[config.mk]
export PLATFORM = sky130hd
export DESIGN_NAME = alu_seq
export DESIGN_NICKNAME = d
export VERILOG_FILES = /design/src/rtl/alu_seq.sv
export SDC_FILE = /design/constraint.sdc
export NUM_CORES = 1
export LEC_CHECK = 0
export BUFFER_PORTS_ARGS = -buffer_cell sky130_fd_sc_hd__buf_2
export CAP_MARGIN = 5
export CORE_UTILIZATION = 55
export DETAILED_ROUTE_END_ITERATION = 8
export PLACE_DENSITY_LB_ADDON = 0.12
export REMOVE_ABC_BUFFERS = 1
export SETUP_SLACK_MARGIN = 0.3
export SLEW_MARGIN = 30
export SYNTH_ARGS = -nofsm -noshare
export SYNTH_HDL_FRONTEND = slang
export SYNTH_SLANG_ARGS = --single-unit
[constraint.sdc]
create_clock -name clock -period 6.7 [get_ports clock]
set_clock_uncertainty 0.2 [all_clocks]
set_input_delay 1.005 -clock clock [delete_from_list [all_inputs] [get_ports clock]]
set_output_delay 1.005 -clock clock [all_outputs]
set_load 0.03 [all_outputs]
[src/rtl/alu_seq.sv]
// alu_seq: sequential ALU with single-cycle arithmetic/logic/shift ops, radix-2 Booth
// multiplier and an optional signed restoring divider enabled by defining ALU_SEQ_DIV_EN.
module alu_seq #(
    parameter int DW = 32
) (
    input  logic          clock,
    input  logic          clear,
    input  logic          start,
    input  logic [3:0]    op,
    input  logic [DW-1:0] A,
    input  logic [DW-1:0] B,
    output logic          busy,
    output logic          done,
    output logic [DW-1:0] LO,
    output logic [DW-1:0] HI,
    output logic          div_zero,
    output logic          illegal_op
);

    localparam int SW = $clog2(DW);
    localparam int CW = SW + 1;

    localparam logic [3:0] OP_ADD = 4'b0000;
    localparam logic [3:0] OP_SUB = 4'b0001;
    localparam logic [3:0] OP_MUL = 4'b0010;
    localparam logic [3:0] OP_DIV = 4'b0011;
    localparam logic [3:0] OP_AND = 4'b0100;
    localparam logic [3:0] OP_OR  = 4'b0101;
    localparam logic [3:0] OP_NEG = 4'b0110;
    localparam logic [3:0] OP_NOT = 4'b0111;
    localparam logic [3:0] OP_LSR = 4'b1000;
    localparam logic [3:0] OP_LSL = 4'b1001;
    localparam logic [3:0] OP_RL  = 4'b1010;
    localparam logic [3:0] OP_RR  = 4'b1011;

    typedef enum logic [1:0] {
        S_IDLE = 2'b00,
        S_RUN  = 2'b01,
        S_FIN  = 2'b10
    } state_t;

    state_t        state_q;
    logic [CW-1:0] cnt_q;
    logic [3:0]    op_q;
    logic [DW-1:0] a_q;
    logic [DW-1:0] b_q;
    logic [DW:0]   acc_q;
    logic [DW-1:0] mq_q;
    logic          q1_q;
    logic [DW-1:0] lo_q;
    logic [DW-1:0] hi_q;
    logic          busy_q;
    logic          done_q;
    logic          ill_q;

    logic [SW-1:0] shamt_s;
    logic [DW-1:0] alu_lo_d;
    logic [DW:0]   m_ext_s;
    logic [DW:0]   booth_sum_s;
    logic [DW:0]   booth_acc_d;
    logic [DW-1:0] booth_mq_d;

    function automatic logic [DW-1:0] rot_left(input logic [DW-1:0] v, input logic [SW-1:0] s);
        logic [2*DW-1:0] t;
        t = {v, v} << s;
        return t[2*DW-1:DW];
    endfunction

    function automatic logic [DW-1:0] rot_right(input logic [DW-1:0] v, input logic [SW-1:0] s);
        logic [2*DW-1:0] t;
        t = {v, v} >> s;
        return t[DW-1:0];
    endfunction

    assign shamt_s = b_q[SW-1:0];
    assign m_ext_s = {a_q[DW-1], a_q};

    // Single-cycle result from the latched operands.
    always_comb begin
        alu_lo_d = lo_q;
        case (op_q)
            OP_ADD:  alu_lo_d = a_q + b_q;
            OP_SUB:  alu_lo_d = a_q - b_q;
            OP_AND:  alu_lo_d = a_q & b_q;
            OP_OR:   alu_lo_d = a_q | b_q;
            OP_NEG:  alu_lo_d = {DW{1'b0}} - b_q;
            OP_NOT:  alu_lo_d = ~b_q;
            OP_LSR:  alu_lo_d = a_q >> shamt_s;
            OP_LSL:  alu_lo_d = a_q << shamt_s;
            OP_RL:   alu_lo_d = rot_left(a_q, shamt_s);
            OP_RR:   alu_lo_d = rot_right(a_q, shamt_s);
            default: alu_lo_d = lo_q;
        endcase
    end

    // One Booth step; the extra accumulator bit absorbs the most-negative multiplicand.
    always_comb begin
        case ({mq_q[0], q1_q})
            2'b01:   booth_sum_s = acc_q + m_ext_s;
            2'b10:   booth_sum_s = acc_q - m_ext_s;
            default: booth_sum_s = acc_q;
        endcase
        booth_acc_d = {booth_sum_s[DW], booth_sum_s[DW:1]};
        booth_mq_d  = {booth_sum_s[0], mq_q[DW-1:1]};
    end

`ifdef ALU_SEQ_DIV_EN
    logic [DW-1:0] dvs_q;
    logic          divz_q;
    logic [DW-1:0] abs_a_s;
    logic [DW-1:0] abs_b_s;
    logic [DW:0]   div_shift_s;
    logic [DW:0]   div_trial_s;
    logic [DW:0]   div_acc_d;
    logic [DW-1:0] div_mq_d;
    logic [DW-1:0] div_quo_s;
    logic [DW-1:0] div_rem_s;

    assign abs_a_s = A[DW-1] ? (~A + {{(DW-1){1'b0}}, 1'b1}) : A;
    assign abs_b_s = B[DW-1] ? (~B + {{(DW-1){1'b0}}, 1'b1}) : B;

    // Unsigned restoring step on magnitudes, then sign fix-up of quotient and remainder.
    always_comb begin
        div_shift_s = {acc_q[DW-1:0], mq_q[DW-1]};
        div_trial_s = div_shift_s - {1'b0, dvs_q};
        if (!div_trial_s[DW]) begin
            div_acc_d = div_trial_s;
            div_mq_d  = {mq_q[DW-2:0], 1'b1};
        end else begin
            div_acc_d = div_shift_s;
            div_mq_d  = {mq_q[DW-2:0], 1'b0};
        end
        if (a_q[DW-1] ^ b_q[DW-1]) begin
            div_quo_s = {DW{1'b0}} - mq_q;
        end else begin
            div_quo_s = mq_q;
        end
        if (a_q[DW-1]) begin
            div_rem_s = {DW{1'b0}} - acc_q[DW-1:0];
        end else begin
            div_rem_s = acc_q[DW-1:0];
        end
    end

    assign div_zero = divz_q;
`else
    assign div_zero = 1'b0;
`endif

    // Control FSM, operand latches, iteration datapath and registered results.
    always_ff @(posedge clock or negedge clear) begin
        if (!clear) begin
            state_q <= S_IDLE;
            cnt_q   <= {CW{1'b0}};
            op_q    <= 4'b0000;
            a_q     <= {DW{1'b0}};
            b_q     <= {DW{1'b0}};
            acc_q   <= {(DW+1){1'b0}};
            mq_q    <= {DW{1'b0}};
            q1_q    <= 1'b0;
            lo_q    <= {DW{1'b0}};
            hi_q    <= {DW{1'b0}};
            busy_q  <= 1'b0;
            done_q  <= 1'b0;
            ill_q   <= 1'b0;
`ifdef ALU_SEQ_DIV_EN
            dvs_q   <= {DW{1'b0}};
            divz_q  <= 1'b0;
`endif
        end else begin
            done_q <= 1'b0;
            ill_q  <= 1'b0;
            case (state_q)
                S_IDLE: begin
                    if (start) begin
                        op_q   <= op;
                        a_q    <= A;
                        b_q    <= B;
                        cnt_q  <= {CW{1'b0}};
                        busy_q <= 1'b1;
                        if (op == OP_MUL) begin
                            acc_q   <= {(DW+1){1'b0}};
                            mq_q    <= B;
                            q1_q    <= 1'b0;
                            state_q <= S_RUN;
                        end
`ifdef ALU_SEQ_DIV_EN
                        else if ((op == OP_DIV) && (B != {DW{1'b0}})) begin
                            acc_q   <= {(DW+1){1'b0}};
                            mq_q    <= abs_a_s;
                            dvs_q   <= abs_b_s;
                            divz_q  <= 1'b0;
                            state_q <= S_RUN;
                        end
`endif
                        else begin
                            state_q <= S_FIN;
                        end
                    end
                end
                S_RUN: begin
                    case (op_q)
                        OP_MUL: begin
                            acc_q <= booth_acc_d;
                            mq_q  <= booth_mq_d;
                            q1_q  <= mq_q[0];
                        end
`ifdef ALU_SEQ_DIV_EN
                        OP_DIV: begin
                            acc_q <= div_acc_d;
                            mq_q  <= div_mq_d;
                        end
`endif
                        default: acc_q <= acc_q;
                    endcase
                    cnt_q <= cnt_q + CW'(1);
                    if (cnt_q == CW'(DW - 1)) begin
                        state_q <= S_FIN;
                    end
                end
                S_FIN: begin
                    done_q  <= 1'b1;
                    busy_q  <= 1'b0;
                    cnt_q   <= {CW{1'b0}};
                    state_q <= S_IDLE;
                    case (op_q)
                        OP_ADD, OP_SUB, OP_AND, OP_OR, OP_NEG, OP_NOT,
                        OP_LSR, OP_LSL, OP_RL, OP_RR: lo_q <= alu_lo_d;
                        OP_MUL: {hi_q, lo_q} <= {acc_q[DW-1:0], mq_q};
`ifdef ALU_SEQ_DIV_EN
                        OP_DIV: begin
                            if (b_q == {DW{1'b0}}) begin
                                lo_q   <= {DW{1'b1}};
                                hi_q   <= a_q;
                                divz_q <= 1'b1;
                            end else begin
                                lo_q <= div_quo_s;
                                hi_q <= div_rem_s;
                            end
                        end
`endif
                        default: ill_q <= 1'b1;
                    endcase
                end
                default: begin
                    state_q <= S_IDLE;
                    busy_q  <= 1'b0;
                end
            endcase
        end
    end

    assign busy       = busy_q;
    assign done       = done_q;
    assign LO         = lo_q;
    assign HI         = hi_q;
    assign illegal_op = ill_q;

endmodule

==> out/summary.md <==
For the cell area after layout, the log shows 0.0219 mm2. The internal power of the cells totals 0.00506 W. Master of the slowest instance on the critical path: sky130_fd_sc_hd__nor4_2. Each instance of the synthesized netlist takes up on average 8.15 um2. The number of H-tree levels came out at 1. The logs give 0.56 ns for the clock latency reported for the late side of the worst-skew pair and 1.08 for the final weighted congestion in routability-driven placement. The post-detailed-route wirelength per cell is 25.7 um. The total vias in the final route was 20.5k. Synthesis handed over a netlist of 2478 instances. The number of nets in the final layout is 2712. Setup repair after global routing left no endpoint under its margin. The final period demand of the worst path came out at 4.96 ns. Signal routing reaches up to met4. The async set or reset register ratio after synthesis was 1.00; the maximum operating frequency was 0.202 GHz.

The critical path in this run is classified as flop to flop. In this run the register-to-register setup slack is 1.74 ns. The die covers 0.0375 mm2. TritonCTS created 24 clock buffers.

The logs give 5.15 ns for the worst path arrival time and 6.89 ns for the data required time at the worst endpoint. The layout cell share with drive strength beyond 1 is 0.147, and the total setup buffers inserted after CTS is 0. Summing every instance area after synthesis gives 0.0202 mm2. Summed over all nets, the half-perimeter wirelength after detailed placement is 56600 um. The count of port buffers added during placement is 137. The tools report the combinational fraction of design power as 0.657. The reg-to-reg endpoint is acc_q[28]$_DFFE_PN0P_. The critical path goes through or4_4 > or3_1 > nor4_2 > a41oi_1 > xnor2_1 > ha_1 > a21oi_1 > o21ai_0 > or3_1 > o21ai_1 > o21ai_1 > a41oi_1 > o21a_1 > xor2_1 > o21ai_0. Summed over all layers, the routed wires come to 76700 um.

The count of nets left with antenna violations once routing finished came out at 0. Once placement finished, the instance area stood at 0.0211 mm2. After detailed routing, the number of remaining DRC violations is 0. The tools report the master cell of the clock root buffer as sky130_fd_sc_hd__clkbuf_16.

The post-synthesis sequential area ratio came out at 0.258. For this block, the initial DRC count from the detailed router was 2357. Among all flip-flop cells after synthesis, the most frequent one is sky130_fd_sc_hd__dfrtp_1.

The count of antenna diodes in the layout was 0. The cell type with the highest aggregate area in the netlist is sky130_fd_sc_hd__dfrtp_1. After synthesis, the cell types taking the most area are sky130_fd_sc_hd__dfrtp_1 26%, sky130_fd_sc_hd__ha_1 8.6%, sky130_fd_sc_hd__mux4_2 7.5%.

The effective utilization at floorplan is 0.564, and the number of synthesized flops with an enable pin is 0. Maximum fanout count along the critical path: 12. Across the run, the number of max-cap violations was 0. The clock net sink count is 208. The first global-routing pass estimated 117000 um of wire. The total met2 wirelength after detailed routing was 32600 um. The run gives 0.360 as the relative slew slack. Dividing the detail-routed via count by the number of cells gives 6.87. Yosys printed 0 warnings. Measured along the x axis, the die boundary spans 194 um. Hold repair after CTS inserted 0 buffers.

The origin of the critical flop-to-flop path was a_q[5]$_DFFE_PN0P_. For this design the ratio of total power to cell area is 473 mW/mm2. The placeable core area is 0.0358 mm2, and the clock transition time at the flip-flop clock pins of the worst setup and hold paths is 0.06 ns.

The remaining global-route overflow is 0. The met3 layer wire length in the routed design is 7980 um, and the met1 layer wirelength in the final routing is 31800 um. 139 I/O pins were placed. The sequential share of power is 0.212, and the final max-slew violation count is 0. For this design the static power due to leakage is 9.51 nW.

The capturing element type of the critical path is a flop. The area growth from synthesis to final layout works out to 8.26%. The run finished with clean final reports. TritonCTS built the clock tree. Setup violations remaining at the end of the flow were counted as 0.

Summed over all nets, the switching power comes to 0.00529 W. For the worst flop-to-flop path, the logic depth is 15. The number of synthesized register bits is 208. The die is 194 um tall.

The global router's overall resource usage is 0.404. The final period utilization came out at 0.740. In this run the core area contains 69 standard-cell rows. Type of element launching the critical path: a flop. For the share of total power in the clock network, the log shows 0.131. The path class of the lowest-slack min-delay path was input pin to async pin. After routing, the total negative slack on setup checks comes to 0 ns. The number of global-route vias before repair is 19.2k. The number of detailed-routing iterations run before antenna repair was 8; the number of distinct library cells after synthesis was 90.

The net switching fraction of the power is 0.511, and the post-cts repair resize count is 0. The count of final hold-check violations was 0. The longest clock path from root to sink contains 3 buffers. The number of antenna violations at the first check in global routing was 1; the delay contributed by the slowest stage of the critical path was 0.65 ns. At the pin with the least slew margin, the transition time is 0.947 ns. The area fraction of the dominant cell type after synthesis was 0.258. VDD sags by at most 0.283 mV.

Entering global routing, the biggest net connects 114 pins.
critical path, delay by kind of cell (launching register included):
| kind | cells | cell delay, ns |
|---|---|---|
| AOI/OAI and AO/OA | 8 | 1.42 |
| xor gates and xnor gates | 2 | 0.30 |
| adders and majority gates | 1 | 0.38 |
| DFF | 1 | 0.50 |
| and+or+nand+nor | 4 | 1.98 |
synth_stat cells, types with 6 or more instances:
library cell                count
sky130_fd_sc_hd__o2111ai_1      6
sky130_fd_sc_hd__o221ai_1      13
sky130_fd_sc_hd__or3_1         24
sky130_fd_sc_hd__o21bai_1      10
sky130_fd_sc_hd__o21ai_0      234
sky130_fd_sc_hd__a2bb2oi_1      6
sky130_fd_sc_hd__xor2_1        31
sky130_fd_sc_hd__and3_1        23
sky130_fd_sc_hd__inv_1         90
sky130_fd_sc_hd__mux4_2        67
sky130_fd_sc_hd__nand3_1       45
sky130_fd_sc_hd__o211ai_1      24
sky130_fd_sc_hd__a2111oi_0     12
sky130_fd_sc_hd__a21o_1        36
sky130_fd_sc_hd__nand2_1      309
sky130_fd_sc_hd__nor2_1       216
sky130_fd_sc_hd__a211o_1       11
sky130_fd_sc_hd__o21a_1        17
sky130_fd_sc_hd__xnor2_1       76
sky130_fd_sc_hd__nand2b_1      29
sky130_fd_sc_hd__dfrtp_1      208
sky130_fd_sc_hd__and2_1         8
sky130_fd_sc_hd__mux2_2        45
sky130_fd_sc_hd__buf_4          6
sky130_fd_sc_hd__nor4_1        12
sky130_fd_sc_hd__nor2b_1       16
sky130_fd_sc_hd__buf_2         25
sky130_fd_sc_hd__o22ai_1       35
sky130_fd_sc_hd__buf_6          8
sky130_fd_sc_hd__o21ai_1       21
sky130_fd_sc_hd__o31ai_1       10
sky130_fd_sc_hd__nor3_1        46
sky130_fd_sc_hd__clkbuf_1     131
sky130_fd_sc_hd__a31oi_1       68
sky130_fd_sc_hd__a221oi_1      13
sky130_fd_sc_hd__a21oi_1      173
sky130_fd_sc_hd__buf_1         16
sky130_fd_sc_hd__o31a_1         6
sky130_fd_sc_hd__nand4_1       13
sky130_fd_sc_hd__mux2i_1       40
sky130_fd_sc_hd__a22oi_1       16
sky130_fd_sc_hd__ha_1         139
sky130_fd_sc_hd__a22o_1        15
sky130_fd_sc_hd__a211oi_1      38
through the flow:
step / instances / utilization / setup WS (ns) / total power, W / hold slack (ns)
6_report: 2978 / 0.610 / 1.74 / 0.0103 / 0.252
3_3_place_gp: 2934 / 0.587 / 1.59 / 0.00866 / 0.260
4_1_cts: 2978 / 0.610 / 1.83 / 0.0102 / 0.280
2_1_floorplan: 2290 / - / 0.985 / 0.00681 / 0.252
5_1_grt: 2978 / 0.610 / 1.48 / 0.0110 / 0.305
3_5_place_dp: 2934 / 0.588 / 1.88 / 0.00876 / 0.267
power groups by stage:
stage               logic (W)  clock network (W)  registers [W]
finish                0.00680            0.00136        0.00219
global route          0.00731            0.00142        0.00225
CTS                   0.00662            0.00138        0.00218
detailed placement    0.00656                  0        0.00220
global placement      0.00648                  0        0.00218
floorplan             0.00434                  0        0.00247
state kept, by name (all words and copies together), names as in the netlist, 2 cells and up:
| name | cells |
|---|---|
| LO | 32 |
| b_q | 32 |
| op_q | 4 |
| mq_q | 32 |
| state_q | 2 |
| a_q | 32 |
| acc_q | 32 |
| cnt_q | 6 |
| HI | 32 |
worst max path at each step:
stage,startpoint,end,slack [ns],cells after the start
detailed placement,a_q[5]$_DFFE_PN0P_,acc_q[28]$_DFFE_PN0P_,1.88,15
global route,a_q[5]$_DFFE_PN0P_,acc_q[28]$_DFFE_PN0P_,1.48,15
global placement,a_q[5]$_DFFE_PN0P_,acc_q[28]$_DFFE_PN0P_,1.59,15
finish,a_q[5]$_DFFE_PN0P_,acc_q[28]$_DFFE_PN0P_,1.74,15
floorplan,start,op_q[2]$_DFFE_PN0P_,0.99,3
CTS,a_q[5]$_DFFE_PN0P_,acc_q[28]$_DFFE_PN0P_,1.83,15
cell families (layout without fill, tap and decap cells):
kind of cell	count (synthesis)	after routing	synth area share
other	1	1	0.000186
AOI/OAI and AO/OA	809	809	0.251
adders and majority gates	142	142	0.0891
and+or+nand+nor	772	772	0.172
DFF	208	208	0.258
xor gates and xnor gates	107	107	0.0464
muxes	157	157	0.124
buffers and inverters	282	321	0.0590
cells in the final DEF (no fill, tap or decap), types with 16 or more instances in the layout:
cell type                   count
sky130_fd_sc_hd__a211oi_1      38
sky130_fd_sc_hd__a21o_1        36
sky130_fd_sc_hd__a21oi_1      173
sky130_fd_sc_hd__a22oi_1       16
sky130_fd_sc_hd__a31oi_1       68
sky130_fd_sc_hd__and3_1        23
sky130_fd_sc_hd__buf_2        136
sky130_fd_sc_hd__buf_4         44
sky130_fd_sc_hd__clkbuf_16     25
sky130_fd_sc_hd__dfrtp_1      204
sky130_fd_sc_hd__ha_1         139
sky130_fd_sc_hd__inv_1         89
sky130_fd_sc_hd__mux2_2        45
sky130_fd_sc_hd__mux2i_1       40
sky130_fd_sc_hd__mux4_2        67
sky130_fd_sc_hd__nand2_1      308
sky130_fd_sc_hd__nand2b_1      28
sky130_fd_sc_hd__nand3_1       45
sky130_fd_sc_hd__nor2_1       214
sky130_fd_sc_hd__nor3_1        43
sky130_fd_sc_hd__o211ai_1      24
sky130_fd_sc_hd__o21a_1        17
sky130_fd_sc_hd__o21ai_0      234
sky130_fd_sc_hd__o21ai_1       21
sky130_fd_sc_hd__o22ai_1       35
sky130_fd_sc_hd__or3_1         24
sky130_fd_sc_hd__xnor2_1       76
sky130_fd_sc_hd__xor2_1        31
final cells by class:
cell class                      count  area (um2)
Multi-Input combinational cell   1988       13900
Clock buffer                       36         707
Fill cell                        3169       14000
Inverter                           94         353
Timing Repair Buffer              183        1060
Clock inverter                      8        93.8
Tap cell                          461         577
Sequential cell                   208        5220
layer usage:
layer / GRT usage / up-vias
met3: 0.0828 / 230
met1: 0.558 / 9912
li1: - / 9121
met5: 0 / -
met2: 0.603 / 1206
met4: 0.203 / 0
Power figures use the tool's default switching activity.
